## src/rtl/apb_pwm_timer.sv

```systemverilog
// apb_pwm_timer
//   APB3 slave (zero wait states) wrapping one PWM / interval timer.
//   Claims the 1 MiB window whose top 12 address bits equal BASE_ADR.
//   Register map (offset from base):
//     0x00 CTRL     bit0 MODE (0 continuous, 1 one-shot), bit1 GO_EN
//     0x04 TOT_CNT  period in PCLK cycles
//     0x08 DUTY_CNT PWM high cycles per period
// Ports:
//   PCLK, PRESETn                    clock, async active-low reset
//   PADDR/PSEL/PENABLE/PWRITE/PWDATA APB request
//   PREADY/PRDATA/PSLVERR            APB response (PRDATA combinational)
//   IRQ                              one-cycle pulse after each period end
//   PWM                              registered PWM waveform
module apb_pwm_timer #(
    parameter logic [11:0] BASE_ADR = 12'h44a,
    parameter int          ADR_W    = 32,
    parameter int          DAT_W    = 32
) (
    input  logic             PCLK,
    input  logic             PRESETn,
    input  logic [ADR_W-1:0] PADDR,
    input  logic             PSEL,
    input  logic             PENABLE,
    input  logic             PWRITE,
    input  logic [DAT_W-1:0] PWDATA,
    output logic             PREADY,
    output logic [DAT_W-1:0] PRDATA,
    output logic             PSLVERR,
    output logic             IRQ,
    output logic             PWM
);
    localparam logic [ADR_W-13:0] OFF_CTRL = '0;
    localparam logic [ADR_W-13:0] OFF_TOT  = (ADR_W-12)'(4);
    localparam logic [ADR_W-13:0] OFF_DUTY = (ADR_W-12)'(8);
    localparam logic [DAT_W-1:0]  ONE      = DAT_W'(1);

    logic             r_mode, r_go, r_pwm, r_irq;
    logic [DAT_W-1:0] r_tot, r_duty, r_cnt, r_sh_tot, r_sh_duty;

    logic             w_access, w_valid, w_wr, w_run, w_end;
    logic [ADR_W-13:0] w_off;
    logic             w_mode_nxt, w_go_nxt, w_irq_nxt, w_pwm_nxt;
    logic [DAT_W-1:0] w_tot_nxt, w_duty_nxt, w_cnt_nxt, w_sh_tot_nxt, w_sh_duty_nxt;

    assign w_access = PSEL & PENABLE & (PADDR[ADR_W-1:ADR_W-12] == BASE_ADR);
    assign w_off    = PADDR[ADR_W-13:0];
    assign w_valid  = (w_off == OFF_CTRL) | (w_off == OFF_TOT) | (w_off == OFF_DUTY);
    assign w_wr     = w_access & PWRITE & w_valid;

    // Counting only happens with a non-zero shadow period; the wrap compare
    // uses TOT-1 so an all-ones period never needs the counter to overflow.
    assign w_run = r_go & (r_sh_tot != '0);
    assign w_end = (r_cnt == r_sh_tot - ONE);

    assign PREADY  = 1'b1;
    assign PSLVERR = w_access & ~w_valid;
    assign IRQ     = r_irq;
    assign PWM     = r_pwm;

    always_comb begin
        PRDATA = '0;
        if (w_access) begin
            case (w_off)
                OFF_CTRL: PRDATA = {{(DAT_W-2){1'b0}}, r_go, r_mode};
                OFF_TOT:  PRDATA = r_tot;
                OFF_DUTY: PRDATA = r_duty;
                default:  PRDATA = '0;
            endcase
        end
    end

    always_comb begin
        w_mode_nxt    = r_mode;
        w_go_nxt      = r_go;
        w_tot_nxt     = r_tot;
        w_duty_nxt    = r_duty;
        w_cnt_nxt     = r_cnt;
        w_sh_tot_nxt  = r_sh_tot;
        w_sh_duty_nxt = r_sh_duty;
        w_irq_nxt     = 1'b0;

        if (w_run) begin
            if (w_end) begin
                // Period boundary: restart and pick up any mid-period writes.
                w_cnt_nxt     = '0;
                w_sh_tot_nxt  = r_tot;
                w_sh_duty_nxt = r_duty;
                w_irq_nxt     = 1'b1;
                if (r_mode) w_go_nxt = 1'b0;
            end else begin
                w_cnt_nxt = r_cnt + ONE;
            end
        end else begin
            w_cnt_nxt = '0;
        end

        // Software writes come last so a CTRL write beats the one-shot clear.
        if (w_wr) begin
            case (w_off)
                OFF_CTRL: begin
                    w_mode_nxt = PWDATA[0];
                    w_go_nxt   = PWDATA[1];
                    if (PWDATA[1] && !r_go) begin
                        w_sh_tot_nxt  = r_tot;
                        w_sh_duty_nxt = r_duty;
                        w_cnt_nxt     = '0;
                    end
                    if (!PWDATA[1]) w_cnt_nxt = '0;
                end
                OFF_TOT:  w_tot_nxt  = PWDATA;
                OFF_DUTY: w_duty_nxt = PWDATA;
                default:  ;
            endcase
        end

        // PWM is registered from the next-cycle state so it lines up with the
        // counter value it describes and drops on the same edge GO_EN clears.
        w_pwm_nxt = w_go_nxt & (w_sh_tot_nxt != '0) & (w_cnt_nxt < w_sh_duty_nxt);
    end

    always_ff @(posedge PCLK or negedge PRESETn) begin
        if (!PRESETn) begin
            r_mode    <= 1'b0;
            r_go      <= 1'b0;
            r_tot     <= '0;
            r_duty    <= '0;
            r_cnt     <= '0;
            r_sh_tot  <= '0;
            r_sh_duty <= '0;
            r_irq     <= 1'b0;
            r_pwm     <= 1'b0;
        end else begin
            r_mode    <= w_mode_nxt;
            r_go      <= w_go_nxt;
            r_tot     <= w_tot_nxt;
            r_duty    <= w_duty_nxt;
            r_cnt     <= w_cnt_nxt;
            r_sh_tot  <= w_sh_tot_nxt;
            r_sh_duty <= w_sh_duty_nxt;
            r_irq     <= w_irq_nxt;
            r_pwm     <= w_pwm_nxt;
        end
    end
endmodule

```

## config.mk

```make
export PLATFORM = sky130hd
export DESIGN_NAME = apb_pwm_timer
export DESIGN_NICKNAME = d
export VERILOG_FILES = /design/src/rtl/apb_pwm_timer.sv
export SDC_FILE = /design/constraint.sdc
export NUM_CORES = 1
export LEC_CHECK = 0
export ABC_AREA = 1
export BUFFER_PORTS_ARGS = -buffer_cell sky130_fd_sc_hd__buf_2
export CORE_MARGIN = 8
export CORE_UTILIZATION = 63
export CTS_CLUSTER_SIZE = 8
export DETAILED_ROUTE_END_ITERATION = 12
export GPL_TIMING_DRIVEN = 0
export PLACE_DENSITY = 0.85
export REMOVE_ABC_BUFFERS = 1
export SLEW_MARGIN = 20
export SYNTH_ARGS = -nofsm -noshare
export SYNTH_HDL_FRONTEND = slang
export SYNTH_SLANG_ARGS = --single-unit
```

## constraint.sdc

```tcl
create_clock -name PCLK -period 10.65 [get_ports PCLK]
set_input_delay 0.5325 -clock PCLK [delete_from_list [all_inputs] [get_ports PCLK]]
set_output_delay 0.5325 -clock PCLK [all_outputs]
set_load 0.005 [all_outputs]
```

==> out/metrics.yaml <==
synth:
  synth_area_per_cell_sq_um: 7.14
  syn_inst: 1387
  synth_ff_type: "dfrtp_1"
  synth_edf_count: 0
  synth_area_sq_um: 9900
  ys_warn_count: 0
  async_flop_share: 1.00
  ys_seq_elements: 164
  synthDistinctLibCells: 45
  yosysSeqAreaShare: 0.415
cts:
  cts_setup_buffers: 0
  cts-root-buf: "clkbuf_16"
  cts_buffers: 17
  cts.sinks: 164
  cts_resized: 0
  cts.path.max_buffers: 2
  insertion_delay_ns: 0.43
  clk_pin_slew_ns: 0.06
  postCtsHoldBufs: 0
  cts_max_level: 4
  cts_tree: "done"
place:
  hpwl_microns: 18300
  place_ws_ns: 5.63
  placed_area_sq_um: 10700
  portBuffers: 103
  place_congestion: 0.906
route:
  post_drt_wl_per_cell_microns: 14.5
  ant_nets: 0
  dr.pass1.iters: 6
  vias_per_cell: 5.25
  drc: 0
  drt_wl_total_microns: 24600
  vias: 8949
  drt-initial-drc-count: 630
sta:
  min_period_ns: 5.08
  worst_slew_margin_rel: 0.465
  hold_ws_ns: 0.0430
  hold_viol: 0
  skew_ns: 0.00715
  finalSetupViolations: 0
  fmax_mhz: 197
  worst_pin_slew_ns: 0.800
  fin_ws_ns: 5.57
  fin_crit_sh: 0.477
  rsz0062_at_grt: "false"
  fin_tns_setup_ns: 0
  drv_slew: 0
floorplan:
  die_h_microns: 141
  io_pins: 105
  rows: 46
  dieArea_sq_um: 20000
  initial_core_util: 0.635
  core_sq_um: 15600
  die_w_microns: 141
power_and_ir_drop:
  p_switching_mw: 0.268
  p_sw_frac: 0.209
  p_total_mw: 1.28
  ir_drop_mv: 0.105
  clkPwrFrac: 0.489
  p_leak_nw: 5.09
  comb_power_share: 0.026
  power.density_nw_per_um2: 114
  p_int_mw: 1.02
  pwr-share-seq: 0.485
global_routing:
  antenna_found_initial: 0
  grt_max_degree: 97
  grt_pass1_wl_microns: 41400
  grt_pass1_vias: 8780
  grt_overflow: 0
  grt_usage: 0.257
finish:
  finalInstanceArea_sq_um: 11300
  area_delta_synth_final_pct: 13.9
  layout_commonest_cell: "nand2_1"
  drive_gt1_frac: 0.119
  final_cell_mix: "nand2_1, inv_1, dfrtp_1"
  insertedDiodeCount: 0
  nNetsFinal: 1578
setup_path:
  path_max_fanout: 35
  crit_type: "register to register"
  slowest_delay_ns: 0.66
  cp.arrival_ns: 5.43
  worstRegToRegCells: 25
  cp_slowest_cell: "o21ai_4"
  reg2reg_slack_ns: 5.57
  startpoint_type: "register"
  worstPathRequired_ns: 11.00
  r2r_end: "PWM$_DFF_PN0_"
  r2r_start: "r_sh_tot[0]$_DFF_PN0_"
  cp_common_cell: "nand2_1"
  cp-end-kind: "register"
hold_path:
  hp-class: "primary input to asynchronous set/reset pin"
run_status:
  outcome: "finished, final reports clean"
job:
  maxCapViolations: 0
-- worst max-delay path by stage --
| stage | startpoint | endpoint | slack, ns | depth (start not counted) |
|---|---|---|---|---|
| global placement | r_sh_tot[0]$_DFF_PN0_ | PWM$_DFF_PN0_ | 3.46 | 23 |
| finish | r_sh_tot[0]$_DFF_PN0_ | PWM$_DFF_PN0_ | 5.57 | 25 |
| CTS | r_sh_tot[0]$_DFF_PN0_ | PWM$_DFF_PN0_ | 5.56 | 20 |
| floorplan | r_sh_tot[0]$_DFF_PN0_ | PWM$_DFF_PN0_ | 5.49 | 23 |
| global route | r_sh_tot[0]$_DFF_PN0_ | PWM$_DFF_PN0_ | 5.08 | 22 |
| detailed placement | r_sh_tot[0]$_DFF_PN0_ | PWM$_DFF_PN0_ | 5.63 | 22 |
-- critical path, delay by kind of cell (launching register included) --
| family | cells | cell delay (ns) |
|---|---|---|
| AOI/OAI and AO/OA | 7 | 1.77 |
| buffers and inverters | 3 | 0.41 |
| DFF | 1 | 0.42 |
| adders and majority gates | 2 | 0.52 |
| and+or+nand+nor | 12 | 1.61 |
| xor gates and xnor gates | 1 | 0.24 |
-- cell type report --
| class | count | area (sq um) |
|---|---|---|
| clock inverters | 8 | 126 |
| fillers | 1263 | 4320 |
| inverters | 246 | 923 |
| multi-input cells | 939 | 4720 |
| clock buffers | 23 | 468 |
| flip-flops and latches | 164 | 4100 |
| repair buffers | 108 | 663 |
| well taps | 216 | 270 |
-- synth_stat cells (2+ instances only) --
cell type / number / area [sq um]
a211oi_1: 4 / 30.0
a21oi_1: 43 / 215
a221oi_1: 2 / 17.5
buf_2: 4 / 20.0
buf_4: 6 / 45.0
clkbuf_1: 27 / 101
dfrtp_1: 164 / 4100
ha_1: 33 / 413
inv_1: 239 / 897
inv_2: 7 / 26.3
nand2_1: 371 / 1390
nand2_2: 6 / 37.5
nand3_1: 39 / 195
nand3_2: 2 / 20.0
nand3b_1: 5 / 37.5
nand4_1: 17 / 106
nor2_1: 157 / 589
nor2_2: 11 / 68.8
nor2_4: 3 / 33.8
nor3_1: 20 / 100
nor3b_1: 2 / 15.0
nor4_1: 10 / 62.6
o21ai_0: 122 / 611
o21ai_1: 14 / 70.1
o21bai_1: 2 / 15.0
or4_1: 2 / 15.0
xnor2_1: 19 / 166
xor2_1: 39 / 342
-- registers in the layout, indices dropped and copies added (netlist names) --
signal,cells
r_duty,32
PWM,1
r_sh_duty,32
r_cnt,32
r_tot,32
r_mode,1
r_go,1
IRQ,1
r_sh_tot,32
-- power groups by stage --
stage	clock, mW	sequential (mW)	combinational, mW
after global routing	0.663	0.623	0.0384
after detailed placement	0	0.634	0.0337
after CTS	0.632	0.623	0.0339
after floorplan	0	0.635	0.00594
final	0.627	0.623	0.0330
after global placement	0	0.635	0.0309
-- per-stage QoR --
| step | utilization | cells |
|---|---|---|
| after floorplan | - | 1349 |
| after global placement | 0.674 | 1668 |
| after detailed placement | 0.685 | 1673 |
| after CTS | 0.723 | 1704 |
| after global routing | 0.723 | 1704 |
| final | 0.723 | 1704 |
-- kinds of logic after synthesis --
group / synth area share
XOR/XNOR: 0.0513
buffers and inverters: 0.111
adder cells (fa/ha/maj): 0.0417
flip-flops: 0.415
AO/OA/AOI/OAI: 0.104
AND/OR/NAND/NOR: 0.277
other: 0.000379
-- per-layer routing --
layer,vias up,global-route usage,wire (microns)
li1,4486,-,-
met1,4163,0.328,10900
met2,265,0.432,11900
met3,35,0.0497,1350
met4,0,0.0854,531
met5,-,0,0
Note: power is estimated with default switching activity, not from simulation.
